**src/rtl/cpu_ctrl_fsm.sv**
```systemverilog
// Sequencing controller for the simple RISC CPU: fetch/decode/execute FSM driving every
// datapath and memory strobe. Outputs are registered from the next state so they track state_q exactly.
module cpu_ctrl_fsm #(
  parameter bit HALT_ON_ILLEGAL = 1'b1
) (
  input  logic       clk,
  input  logic       reset,
  input  logic [2:0] opcode,
  input  logic [1:0] op,
  output logic [2:0] nsel,
  output logic [1:0] vsel,
  output logic       loada,
  output logic       loadb,
  output logic       loadc,
  output logic       loads,
  output logic       asel,
  output logic       bsel,
  output logic       write,
  output logic       loadpc,
  output logic       resetpc,
  output logic       loadir,
  output logic       loadaddr,
  output logic       msel,
  output logic       mwrite,
  output logic       halted
);

  typedef enum logic [4:0] {
    S_RST,
    S_IF1,
    S_IF2,
    S_UPC,
    S_DEC,
    S_WIMM,
    S_GETA,
    S_GETB,
    S_SHA,
    S_EXALU,
    S_EXCMP,
    S_WRC,
    S_ADDR,
    S_LDADR,
    S_MRD,
    S_WRM,
    S_GETBD,
    S_STC,
    S_MWR,
    S_HALT
  } state_t;

  typedef struct packed {
    logic [2:0] nsel;
    logic [1:0] vsel;
    logic       loada;
    logic       loadb;
    logic       loadc;
    logic       loads;
    logic       asel;
    logic       bsel;
    logic       write;
    logic       loadpc;
    logic       resetpc;
    logic       loadir;
    logic       loadaddr;
    logic       msel;
    logic       mwrite;
    logic       halted;
  } ctrl_t;

  localparam logic [2:0] NSEL_RN = 3'b001;
  localparam logic [2:0] NSEL_RD = 3'b010;
  localparam logic [2:0] NSEL_RM = 3'b100;

  localparam logic [1:0] VSEL_C     = 2'b00;
  localparam logic [1:0] VSEL_IMM8  = 2'b10;
  localparam logic [1:0] VSEL_MDATA = 2'b11;

  localparam logic [2:0] OPC_LDR  = 3'b011;
  localparam logic [2:0] OPC_ALU  = 3'b101;
  localparam logic [2:0] OPC_MOV  = 3'b110;
  localparam logic [1:0] OP_CMP   = 2'b01;

  state_t state_q, state_d;
  ctrl_t  ctrl_q;

  // Strobe pattern for each state; anything not set stays 0.
  function automatic ctrl_t ctrlFor(input state_t s);
    ctrl_t c;
    c = '0;
    case (s)
      S_RST: begin
        c.loadpc  = 1'b1;
        c.resetpc = 1'b1;
      end
      S_IF1: c.msel = 1'b0;
      S_IF2: begin
        c.msel   = 1'b0;
        c.loadir = 1'b1;
      end
      S_UPC: c.loadpc = 1'b1;
      S_WIMM: begin
        c.nsel  = NSEL_RN;
        c.vsel  = VSEL_IMM8;
        c.write = 1'b1;
      end
      S_GETA: begin
        c.nsel  = NSEL_RN;
        c.loada = 1'b1;
      end
      S_GETB: begin
        c.nsel  = NSEL_RM;
        c.loadb = 1'b1;
      end
      S_SHA: begin
        c.asel  = 1'b1;
        c.loadc = 1'b1;
      end
      S_EXALU: c.loadc = 1'b1;
      S_EXCMP: c.loads = 1'b1;
      S_WRC: begin
        c.nsel  = NSEL_RD;
        c.vsel  = VSEL_C;
        c.write = 1'b1;
      end
      S_ADDR: begin
        c.bsel  = 1'b1;
        c.loadc = 1'b1;
      end
      S_LDADR: c.loadaddr = 1'b1;
      S_MRD: c.msel = 1'b1;
      S_WRM: begin
        c.msel  = 1'b1;
        c.nsel  = NSEL_RD;
        c.vsel  = VSEL_MDATA;
        c.write = 1'b1;
      end
      S_GETBD: begin
        c.nsel  = NSEL_RD;
        c.loadb = 1'b1;
      end
      S_STC: begin
        c.asel  = 1'b1;
        c.loadc = 1'b1;
      end
      S_MWR: begin
        c.msel   = 1'b1;
        c.mwrite = 1'b1;
      end
      S_HALT: c.halted = 1'b1;
      default: c = '0;
    endcase
    return c;
  endfunction

  // The compare step is split into its own state so the loads/loadc choice stays a pure state decode.
  always_comb begin
    state_d = S_RST;
    case (state_q)
      S_RST:  state_d = S_IF1;
      S_IF1:  state_d = S_IF2;
      S_IF2:  state_d = S_UPC;
      S_UPC:  state_d = S_DEC;
      S_DEC: begin
        casez ({opcode, op})
          5'b110_10: state_d = S_WIMM;
          5'b110_00: state_d = S_GETB;
          5'b101_??: state_d = S_GETA;
          5'b011_00: state_d = S_GETA;
          5'b100_00: state_d = S_GETA;
          5'b111_??: state_d = S_HALT;
          default:   state_d = HALT_ON_ILLEGAL ? S_HALT : S_IF1;
        endcase
      end
      S_WIMM: state_d = S_IF1;
      S_GETA: state_d = (opcode == OPC_ALU) ? S_GETB : S_ADDR;
      S_GETB: begin
        if (opcode == OPC_MOV)
          state_d = S_SHA;
        else if (op == OP_CMP)
          state_d = S_EXCMP;
        else
          state_d = S_EXALU;
      end
      S_SHA:   state_d = S_WRC;
      S_EXALU: state_d = S_WRC;
      S_EXCMP: state_d = S_IF1;
      S_WRC:   state_d = S_IF1;
      S_ADDR:  state_d = S_LDADR;
      S_LDADR: state_d = (opcode == OPC_LDR) ? S_MRD : S_GETBD;
      S_MRD:   state_d = S_WRM;
      S_WRM:   state_d = S_IF1;
      S_GETBD: state_d = S_STC;
      S_STC:   state_d = S_MWR;
      S_MWR:   state_d = S_IF1;
      S_HALT:  state_d = S_HALT;
      default: state_d = S_RST;
    endcase
  end

  always_ff @(posedge clk or negedge reset) begin
    if (!reset) begin
      state_q <= S_RST;
      ctrl_q  <= ctrlFor(S_RST);
    end else begin
      state_q <= state_d;
      ctrl_q  <= ctrlFor(state_d);
    end
  end

  assign nsel     = ctrl_q.nsel;
  assign vsel     = ctrl_q.vsel;
  assign loada    = ctrl_q.loada;
  assign loadb    = ctrl_q.loadb;
  assign loadc    = ctrl_q.loadc;
  assign loads    = ctrl_q.loads;
  assign asel     = ctrl_q.asel;
  assign bsel     = ctrl_q.bsel;
  assign write    = ctrl_q.write;
  assign loadpc   = ctrl_q.loadpc;
  assign resetpc  = ctrl_q.resetpc;
  assign loadir   = ctrl_q.loadir;
  assign loadaddr = ctrl_q.loadaddr;
  assign msel     = ctrl_q.msel;
  assign mwrite   = ctrl_q.mwrite;
  assign halted   = ctrl_q.halted;

endmodule

```
**config.mk**
```make
export PLATFORM = sky130hd
export DESIGN_NAME = cpu_ctrl_fsm
export DESIGN_NICKNAME = d
export VERILOG_FILES = /design/src/rtl/cpu_ctrl_fsm.sv
export SDC_FILE = /design/constraint.sdc
export NUM_CORES = 1
export LEC_CHECK = 0
export ABC_AREA = 1
export ABC_CLOCK_PERIOD_IN_PS = 2600
export CAP_MARGIN = 0
export CORE_MARGIN = 2
export CORE_UTILIZATION = 40
export DETAILED_ROUTE_END_ITERATION = 8
export GPL_TIMING_DRIVEN = 0
export PLACE_DENSITY = 0.69
export SLEW_MARGIN = 20
export SYNTH_ARGS = -nofsm -noshare
export SYNTH_HDL_FRONTEND = slang
export SYNTH_SLANG_ARGS = --single-unit
```
**constraint.sdc**
```tcl
create_clock -name clk -period 2.6 [get_ports clk]
set_clock_uncertainty 0.1 [all_clocks]
set_input_delay 0.52 -clock clk [delete_from_list [all_inputs] [get_ports clk]]
set_output_delay 0.52 -clock clk [all_outputs]
set_load 0.01 [all_outputs]
```
==> metrics.json <==
{
  "run_status": "completed",
  "placedCellCount": 237,
  "mappedNetlistArea_sq_um": 1290,
  "synthesis.yosys.warnings": 0,
  "worstPathArrival_ps": 1370,
  "endpoint_kind": "output pin",
  "path_cells": "clkdlybuf4s50_1",
  "start_util_pct": 42.4,
  "timing_hold_violations_final": 0,
  "routed_wirelength_microns": 2990,
  "layout_min_cycle_time_ps": 1990,
  "critPathSlowestCell": "sky130_fd_sc_hd__dfstp_2",
  "critical_path.reg2reg.endpoint": "write$_DFF_PN0_",
  "design_area_sq_um": 1650,
  "crit-reg2reg-launch": "state_q[4]$_DFF_PN0_",
  "diodes": 0,
  "grt_pass1_vias": 1120,
  "num-fill-cells": 295,
  "die_width_microns": 60.9,
  "grtUsageTotal_pct": 18.6,
  "routed_via_density": 4.93,
  "rsz0062_at_grt": "no",
  "clk_latency_ps": 320,
  "crit_family": "flip-flops",
  "layout.area.seq_sq_um": 603,
  "syn_inst": 168,
  "cts_buffers": 3,
  "worst-path-buf-inv": 1,
  "first_pass_iters": 4,
  "maxCapViolations": 0,
  "design.final.nets": 205,
  "largest_net_degree_at_the_start_of_global_routing": 25,
  "boundaryPins": 26,
  "initialDrtViolationCount": 51,
  "layout_common_cells": "sky130_fd_sc_hd__nand2_1, sky130_fd_sc_hd__clkdlybuf4s50_1, sky130_fd_sc_hd__inv_1",
  "cpPeakStageDelay_ps": 530,
  "synth_fp_nets": 175,
  "period_share_pct": 76.6,
  "grt_overflow_total": 0,
  "power.static_leakage_nw": 0.934,
  "drt_drc_violations_left": 0,
  "coreArea_sq_um": 3050,
  "setup_violations": 0,
  "grt_first_pass_wirelength_microns": 5010,
  "clock_tree_from_tritoncts": "built",
  "multiInputGateArea_sq_um": 567,
  "synth-seq-area-share_pct": 46.6,
  "post_dp_cell_area_sq_um": 1600,
  "worst_hold_slack_ps": 46.4,
  "clk_path_buf_depth": 2,
  "cp_data_required_time_ps": 1980,
  "achievable-frequency_mhz": 502,
  "wl_per_cell_microns": 12.4,
  "die-area_sq_um": 3710,
  "num_rows": 20,
  "cp-start-kind": "register",
  "worstHoldPathType": "in -> async",
  "post-dp-hpwl_microns": 2420,
  "finalWeightedCongestion": 0.879,
  "h-tree-depth": 1,
  "clock_sinks": 24,
  "die_h_microns": 60.9,
  "synthDistinctLibCells": 22,
  "synthToLayoutAreaGrowth_pct": 27.3,
  "power-per-cell-area_nw_per_um2": 998,
  "via_count": 1188,
  "path_clk_slew_ps": 130,
  "power.ir.vdd_worst_mv": 0.384,
  "cp_max_fo": 1,
  "drv_slew": 0,
  "post_synthesis_mean_instance_area_sq_um": 7.70,
  "worst-r2r-cell-count": 9,
  "classification_of_the_worst_setup_path": "reg -> out",
  "postLayoutCoreUtil_pct": 53.9,
  "post_route_cells_drive_above_1_share_pct": 16.2,
  "max_slew.worst_pin.slew_ps": 509,
  "yosys_reg_bits": 24,
  "timing.reg2reg.setup_slack_ps": 800,
  "final_cells": 241,
  "initial_antenna_violation_count": 0,
  "cts_resized": 0,
  "numPortBuffers": 25,
  "slew-limit-headroom_pct": 66.1,
  "drt.antenna.violating_nets": 0,
  "timing.setup.tns_ps": 0,
  "cts_hold_repair.buffers": 0,
  "clock_tree_root_buffer_cell": "sky130_fd_sc_hd__clkbuf_4",
  "mostFrequentLayoutCell": "sky130_fd_sc_hd__nand2_1",
  "cts_setup_buffers": 0
}
-- synthesized netlist by cell type --
| master | instances | area, sq um |
|---|---|---|
| sky130_fd_sc_hd__nor2_2 | 5 | 31.3 |
| sky130_fd_sc_hd__dfrtp_1 | 22 | 551 |
| sky130_fd_sc_hd__clkinv_2 | 1 | 5.00 |
| sky130_fd_sc_hd__nand2_2 | 2 | 12.5 |
| sky130_fd_sc_hd__inv_1 | 23 | 86.3 |
| sky130_fd_sc_hd__inv_2 | 5 | 18.8 |
| sky130_fd_sc_hd__nor3_1 | 3 | 15.0 |
| sky130_fd_sc_hd__inv_4 | 1 | 6.26 |
| sky130_fd_sc_hd__nand3_2 | 4 | 40.0 |
| sky130_fd_sc_hd__and2_1 | 1 | 6.26 |
| sky130_fd_sc_hd__nor2_4 | 2 | 22.5 |
| sky130_fd_sc_hd__dfstp_2 | 2 | 52.6 |
| sky130_fd_sc_hd__o21ai_0 | 4 | 20.0 |
| sky130_fd_sc_hd__nand4_2 | 2 | 25.0 |
| sky130_fd_sc_hd__nor2_1 | 20 | 75.1 |
| sky130_fd_sc_hd__nand3b_4 | 1 | 20.0 |
| sky130_fd_sc_hd__a21oi_1 | 1 | 5.00 |
| sky130_fd_sc_hd__nand2_1 | 49 | 184 |
| sky130_fd_sc_hd__nand3_1 | 12 | 60.1 |
| sky130_fd_sc_hd__nand4_1 | 6 | 37.5 |
| sky130_fd_sc_hd__buf_4 | 1 | 7.51 |
| sky130_fd_sc_hd__nor3b_2 | 1 | 12.5 |
-- layer usage --
metal	share of wire (%)	GRT usage (%)	routed length (microns)
met1	43	23.5	1280
met2	47	30.0	1410
met3	6.2	3.62	185
met4	3.7	9.94	112
met5	0	0	0
-- stage by stage --
stage               setup WS [ps]  power, mW
floorplan                    1060       1.08
global placement              359       1.37
detailed placement            331       1.38
CTS                           600       1.64
global route                  491       1.77
finish                        610       1.64
-- sequential cells by signal (all words and copies together) (netlist names) --
register	flops
asel	1
bsel	1
halted	1
loada	1
loadaddr	1
loadb	1
loadc	1
loadir	1
loadpc	1
loads	1
msel	1
mwrite	1
nsel	3
resetpc	1
state_q	5
vsel	2
write	1
-- power by group --
group | switching, mW | internal, mW | total [mW]
sequential | 0.0595 | 0.484 | 0.543
combinational | 0.517 | 0.316 | 0.833
clock | 0.111 | 0.156 | 0.267
-- kinds of logic after synthesis --
family	after synthesis	share of synthesized area (%)
and+or+nand+nor	108	41.9
buffers and inverters	31	9.57
DFF	24	46.6
AOI/OAI and AO/OA	5	1.93
-- worst max path at each step --
stage                            startpoint           endpoint  cells past startpoint
after floorplan                   opcode[0]  nsel[0]$_DFF_PN0_                     10
after global placement            opcode[2]  nsel[0]$_DFF_PN0_                     12
after detailed placement          opcode[2]  nsel[0]$_DFF_PN0_                     12
after CTS                 resetpc$_DFF_PN1_            resetpc                      1
after global routing              opcode[1]    loadc$_DFF_PN0_                      9
final                     resetpc$_DFF_PN1_            resetpc                      1
-- final cells by class --
type	count	area share, %
multi-input cells	113	34.4
inverters	30	7.07
plain buffers	1	0.456
clock inverters	1	1.82
clock buffers	3	1.37
well taps	44	3.34
repair buffers	25	14.9
flip-flops and latches	24	36.6
Note: power is estimated with default switching activity, not from simulation.
